$ cat config.mk
export PLATFORM = sky130hd
export DESIGN_NAME = dsram_store_sched
export DESIGN_NICKNAME = d
export VERILOG_FILES = /design/src/rtl/dsram_store_sched.sv
export SDC_FILE = /design/constraint.sdc
export NUM_CORES = 1
export LEC_CHECK = 0
export CAP_MARGIN = 20
export CORE_ASPECT_RATIO = 0.75
export CORE_UTILIZATION = 50
export CTS_CLUSTER_SIZE = 10
export DETAILED_ROUTE_END_ITERATION = 16
export HOLD_SLACK_MARGIN = 0.03
export PLACE_DENSITY = 0.75
export SYNTH_ARGS = -nofsm -noshare
export SYNTH_HDL_FRONTEND = slang
export SYNTH_SLANG_ARGS = --single-unit
$ cat constraint.sdc
create_clock -name i_clk -period 8 [get_ports i_clk]
set_input_delay 1.6 -clock i_clk [delete_from_list [all_inputs] [get_ports i_clk]]
set_output_delay 1.6 -clock i_clk [all_outputs]
set_load 0.01 [all_outputs]
$ cat src/rtl/dsram_store_sched.sv
// Data-SRAM port scheduler: loads take the single port with priority, stores are
// buffered in a small in-order queue and drained on free cycles.
module dsram_store_sched #(
   parameter int SQ_DEPTH        = 4,
   parameter int MAX_LOAD_STREAK = 8
) (
   input  logic                       i_clk,
   input  logic                       i_reset,
   input  logic                       i_es_req_valid,
   input  logic                       i_es_req_wr,
   input  logic [3:0]                 i_es_req_wstrb,
   input  logic [31:0]                i_es_req_addr,
   input  logic [31:0]                i_es_req_wdata,
   output logic                       o_es_req_ready,
   output logic                       o_data_sram_en,
   output logic [3:0]                 o_data_sram_wen,
   output logic [31:0]                o_data_sram_addr,
   output logic [31:0]                o_data_sram_wdata,
   output logic [$clog2(SQ_DEPTH):0]  o_sq_count,
   output logic                       o_sq_empty
);

   localparam int PW = $clog2(SQ_DEPTH);
   localparam int CW = PW + 1;
   localparam int SW = $clog2(MAX_LOAD_STREAK + 1);
   localparam logic [CW-1:0] DEPTH_C  = CW'(SQ_DEPTH);
   localparam logic [SW-1:0] STREAK_C = SW'(MAX_LOAD_STREAK);

   logic [31:0]   r_addr  [SQ_DEPTH];
   logic [3:0]    r_wstrb [SQ_DEPTH];
   logic [31:0]   r_wdata [SQ_DEPTH];
   logic [PW-1:0] r_head;
   logic [PW-1:0] r_tail;
   logic [CW-1:0] r_count;
   logic [SW-1:0] r_streak;

   logic w_empty;
   logic w_hit;
   logic w_force_drain;
   logic w_ld_go;
   logic w_st_go;
   logic w_push;
   logic w_drain;

   // Conservative word-granular match against every live entry; strobes are ignored.
   always_comb begin
      logic [PW-1:0] v_ofs;
      w_hit = 1'b0;
      v_ofs = '0;
      for (int i = 0; i < SQ_DEPTH; i++) begin
         v_ofs = PW'(i) - r_head;
         if ((CW'(v_ofs) < r_count) && (r_addr[i][31:2] == i_es_req_addr[31:2]))
            w_hit = 1'b1;
      end
      w_hit = w_hit & i_es_req_valid & ~i_es_req_wr;
   end

   assign w_empty       = (r_count == '0);
   assign w_force_drain = ~w_empty & (r_streak == STREAK_C);
   assign w_ld_go       = i_es_req_valid & ~i_es_req_wr & ~w_hit & ~w_force_drain & ~i_reset;
   assign w_st_go       = i_es_req_valid & i_es_req_wr & (r_count < DEPTH_C) & ~i_reset;
   // Zero-strobe stores are acknowledged but never occupy a slot.
   assign w_push        = w_st_go & (i_es_req_wstrb != 4'h0);
   assign w_drain       = ~w_empty & ~w_ld_go & ~i_reset;

   assign o_es_req_ready = w_ld_go | w_st_go;
   assign o_sq_count     = r_count;
   assign o_sq_empty     = w_empty;

   always_comb begin
      o_data_sram_en    = 1'b0;
      o_data_sram_wen   = 4'h0;
      o_data_sram_addr  = 32'h0;
      o_data_sram_wdata = 32'h0;
      if (w_ld_go) begin
         o_data_sram_en   = 1'b1;
         o_data_sram_addr = i_es_req_addr;
      end else if (w_drain) begin
         o_data_sram_en    = 1'b1;
         o_data_sram_wen   = r_wstrb[r_head];
         o_data_sram_addr  = r_addr[r_head];
         o_data_sram_wdata = r_wdata[r_head];
      end
   end

   always_ff @(posedge i_clk) begin
      if (w_push) begin
         r_addr[r_tail]  <= i_es_req_addr;
         r_wstrb[r_tail] <= i_es_req_wstrb;
         r_wdata[r_tail] <= i_es_req_wdata;
      end
   end

   always_ff @(posedge i_clk) begin
      if (i_reset) begin
         r_head   <= '0;
         r_tail   <= '0;
         r_count  <= '0;
         r_streak <= '0;
      end else begin
         if (w_push)
            r_tail <= r_tail + PW'(1);
         if (w_drain)
            r_head <= r_head + PW'(1);
         case ({w_push, w_drain})
            2'b10:   r_count <= r_count + CW'(1);
            2'b01:   r_count <= r_count - CW'(1);
            default: r_count <= r_count;
         endcase
         // Streak only counts loads that overtook a non-empty queue.
         if (w_empty || w_drain)
            r_streak <= '0;
         else if (w_ld_go && (r_streak != STREAK_C))
            r_streak <= r_streak + SW'(1);
      end
   end

endmodule

# Word level (Yosys, flattened, before mapping)
# Memory sizes are Yosys's and may differ from the RTL's. A register that Yosys moved wholly into a read port is not among the register bits.
# Cells that the tools add are included.
# word_totals
regBits	11
mem_bits_rw	272
input_bits	72
memories	3
# memory_table
name	depth	width	rd	rd_ports_with_merged_regs	wr	line	rtl
r_addr	4	32	5	1	1	29	logic [31:0] r_addr [SQ_DEPTH];
r_wdata	4	32	1	1	1	31	logic [31:0] r_wdata [SQ_DEPTH];
r_wstrb	4	4	1	1	1	30	logic [3:0] r_wstrb [SQ_DEPTH];
# classes
add_sub_neg	9
order_cmp	5
eq_ne	8
mux	21
bitwise	20
n_reduce_logical	10
# ops
operator	n
$mux W32	4
$eq A30 B30 Y1	4
$and A1 B1 Y1	13
$lt A2 B3 Y1	4
$mux W2	6
$mux W1	8
$mux W4	2
$not A1 Y1	6
$pmux W3 S2	1
$logic_and A1 B1 Y1	5
$add A2 B1 Y2 const B	2
$add A4 B1 Y4 const B	1
$eq A4 B4 Y1 const B	1
$ne A4 B4 Y1 const B	1
$reduce_bool A4 Y1	1
$sub A1 B2 Y2 const A	2
$sub A2 B2 Y2 const A	2
$add A3 B1 Y3 const B	1
$logic_not A3 Y1	1
$lt A3 B3 Y1 const B	1
$sub A3 B1 Y3 const B	1
$eq A2 B1 Y1 const B	1
$eq A2 B2 Y1 const B	1
$reduce_bool A2 Y1	1
other kinds (3)	3

# Depth between registers and ports, before layout
# depth
depth_word	18
ltp_mapped	17
ltp_nobuf	15

# Worst setup path before layout
# No wires, ideal clock.
# synth_path
kind	in2out
from	input i_es_req_addr[9]
to	output o_data_sram_addr[10]
arrival_time_ps	3460
t_required_ps	6400
path_slack_ps	2940
cell_stages	10
cell_sequence	buf_2 xor2_1 nor4_1 nand3_1 a2111oi_4 or2_1 nand2b_4 buf_6 buf_6 mux2i_1
# synth_between
elab_chain_len	17
elab_cells_between_ends	23
# synth_lines
item	line	rtl
start, declared	12	input logic [31:0] i_es_req_addr,
$eq A30 B30 Y1	52	if ((CW'(v_ofs) < r_count) && (r_addr[i][31:2] == i_es_req_addr[31:2]))
$logic_and A1 B1 Y1	52	
$mux W1 (3 in series)	52	
$mux W1 *	52	
$and A1 B1 Y1 * (2 in series)	55	w_hit = w_hit & i_es_req_valid & ~i_es_req_wr;
$not A1 Y1 *	60	assign w_ld_go = i_es_req_valid & ~i_es_req_wr & ~w_hit & ~w_force_drain & ~i_reset;
$and A1 B1 Y1 * (3 in series)	60	
$not A1 Y1	64	assign w_drain = ~w_empty & ~w_ld_go & ~i_reset;
$and A1 B1 Y1 (2 in series)	64	
$mux W32	78	end else if (w_drain) begin
$mux W32 *	75	if (w_ld_go) begin
end, declared	17	output logic [31:0] o_data_sram_addr,
# Mark *: on every way between the ends. The rest lies on a longest branch, timed or not.

# Final worst setup path
# layout_path
from	input i_es_req_addr[22]
to	output o_data_sram_addr[29]
# Same word-level chain as after synthesis.

==> metrics.yaml <==
status: "complete, no violations"
cts_buffer_depth: 3
drv_slew: 0
grt_antenna_before_repair: 0
reg2regPathDepth: 13
syn_inst: 801
cp_num_buf_inv: 3
maxCapViolCount: 0
dr.pass1.iters: 5
fp.dieArea_mm2: 0.0267
cp_max_fo: 41
regArea_mm2: 0.00844
cts_root_buffer: "clkbuf_16"
setup_ws_ns: 0.535
grt_pass1_wl_um: 43700
slew_headroom: 0.278
crit_top_cell: "clkdlybuf4s50_1"
dp_hpwl_um: 18300
ys.flop_type: "edfxtp_1"
die_h_um: 142
grtUsageTotal: 0.221
max_freq_mhz: 134
yosysUniqueCellTypes: 38
synth_edf_count: 272
r2r_start: "r_addr[0][20]"
crit_type: "in -> out"
worst_pin_slew_ns: 1.08
syn_nets: 885
drive_above_1_share: 0.138
grt_max_degree: 69
hp-class: "reg -> reg"
crit_required_ns: 6.40
portBuffers: 145
period_share: 0.933
start_util: 0.516
numCtsBuffers: 34
postCtsHoldBufs: 0
crit_start: "i_es_req_addr[22]"
ys_seq_area_frac: 0.647
core-area_mm2: 0.0253
ys_top_cells_by_count: "edfxtp_1, xor2_1, mux4_2"
crit_slowest_cell: "nor4_1"
wl_per_cell_um: 22.6
finalSetupViolCount: 0
num_vias: 7215
syn_area_mm2: 0.0130
die_w_um: 188
wirelength_um: 29000
ys_seq_elements: 285
power_density_mw_per_mm2: 235
crit_path_end: "o_data_sram_addr[29]"
stdcell_count: 1279
worst-path-stages: 10
p_total_mw: 3.68
final_hold_viol_count: 0
final_nets: 1012
place_area_mm2: 0.0147
cts.sink_count: 285
crit_path_max_incr_delay_ns: 0.85
critical_path.startpoint_type: "input pin"
cts_tree: "yes"
ant_nets: 0
dp_slack_ns: 0.660
syn_to_final_growth_pct: 19.9
setup_tns_ns: 0
crit_family: "simple AND/OR/NAND/NOR gates"
gp_congestion: 0.876
dp_cells: 1230
min_period_ns: 7.46
ys.warnings.count: 0
leakage_nw: 5.39
final_cell_area_mm2: 0.0156
skew_ns: 0.00644
synth.area.top_cells: "edfxtp_1, mux4_2, xor2_1"
path_clk_slew_ns: 0.06
drcViolationCount: 0
rsz0062_at_grt: "false"
postCtsSetupBuffers: 0
r2r_slack_ns: 3.70
syn_area_per_cell_um2: 16.3
multiInputGateArea_mm2: 0.00411
io_pins: 146
antenna_cells: 0
synth_top_area_cell: "edfxtp_1"
gr-total-overflow: 0
num_rows: 50
htreeDepth: 2
viasPerCell: 5.64
ir_drop_v: 0.000152
worst_ep_arrival_time_ns: 5.86
drt-initial-drc-count: 655
synth.most_common_cell: "edfxtp_1"
clk_latency_ns: 0.49
synth-async-reset-ratio: 0
fill_cells: 1889
end_kind: "primary output"
cts-resized-gates: 0
grt_pass1_vias: 7189
crit_chain: "clkdlybuf4s50_1, xor2_1, nor4_1, nand3_1, a2111oi_4, or2_1, nand2b_4, buf_4, mux2i_1, clkdlybuf4s50_1"
worstReg2RegEnd: "o_sq_count[2]"
synth_top_area_frac: 0.627
## sequential cells by signal, indices dropped and copies added, names as in the netlist, named ones only
signal	count
r_addr	128
r_streak	4
r_tail	2
r_wstrb	16
r_head	2
o_sq_count	3
r_wdata	128
## how the worst min path moves through the flow
stage                      startpoint  cells after the start  slack (ns)           to
after detailed placement    r_tail[1]                      2        0.56    r_tail[1]
after CTS                   r_tail[1]                      2        0.58    r_tail[1]
after global routing        r_tail[1]                      2        0.60    r_tail[1]
after global placement    r_streak[3]                      2        0.55  r_streak[3]
after floorplan             r_tail[1]                      2        0.51    r_tail[1]
final                       r_tail[1]                      2        0.57    r_tail[1]
## cells by family after synthesis
kind of cell               share of synthesized area
DFF                                            0.647
and+or+nand+nor                               0.0608
xor gates and xnor gates                      0.0847
buffers and inverters                         0.0393
muxes                                          0.145
AOI/OAI and AO/OA                             0.0114
adders and majority gates                     0.0121
## per-layer routing
metal	track usage	wire, um	vias to the layer above
met2	0.328	12800	272
met1	0.328	13200	3639
li1	-	-	3261
met3	0.0571	2450	43
met5	0	0	-
met4	0.0531	520	0
## layout by cell type, fill, tap and decap left out, types with 2 or more instances in the layout
cell	synthesis	routed
inv_1	49	49
clkbuf_1	22	12
nand4_1	9	9
mux4_2	68	68
nand2_1	37	37
o2111ai_1	4	4
ha_1	11	11
o211ai_1	2	2
mux2i_1	35	35
clkbuf_16	0	35
a21oi_1	6	6
xnor2_1	42	42
nand3_1	5	5
nor4_1	22	22
nor3_1	10	10
nor2_1	9	8
and2_4	0	4
xor2_1	84	84
and3_1	37	37
dfxtp_4	0	2
edfxtp_1	272	272
buf_4	0	10
o21ai_0	2	2
clkdlybuf4s50_1	0	145
nor3_2	3	3
dfxtp_1	13	11
## worst register-to-register path, delay by kind of cell, from the launching register on
family | cells | cell delay [ns]
AO/OA/AOI/OAI | 2 | 0.55
XOR/XNOR | 2 | 0.34
adder cells (fa/ha/maj) | 2 | 0.56
buffers and inverters | 1 | 0.06
flip-flops | 1 | 0.40
AND/OR/NAND/NOR | 6 | 2.34
## through the flow
stage / utilization / hold WS (ns)
finish: 0.618 / 0.568
global route: 0.618 / 0.600
CTS: 0.618 / 0.576
detailed placement: 0.581 / 0.561
global placement: 0.581 / 0.548
floorplan: - / 0.514
## where the power goes
part           total (mW)  internal (mW)  switching [mW]
clock                1.35          0.802           0.549
combinational       0.592          0.334           0.258
sequential           1.74           1.66          0.0744
## layout make-up
type | instances | area share
repair buffers | 155 | 0.0977
clock inverters | 1 | 0.000561
well taps | 338 | 0.0271
flip-flops and latches | 285 | 0.540
multi-input cells | 403 | 0.263
clock buffers | 48 | 0.0598
inverters | 49 | 0.0118
Note: power is estimated with default switching activity, not from simulation.
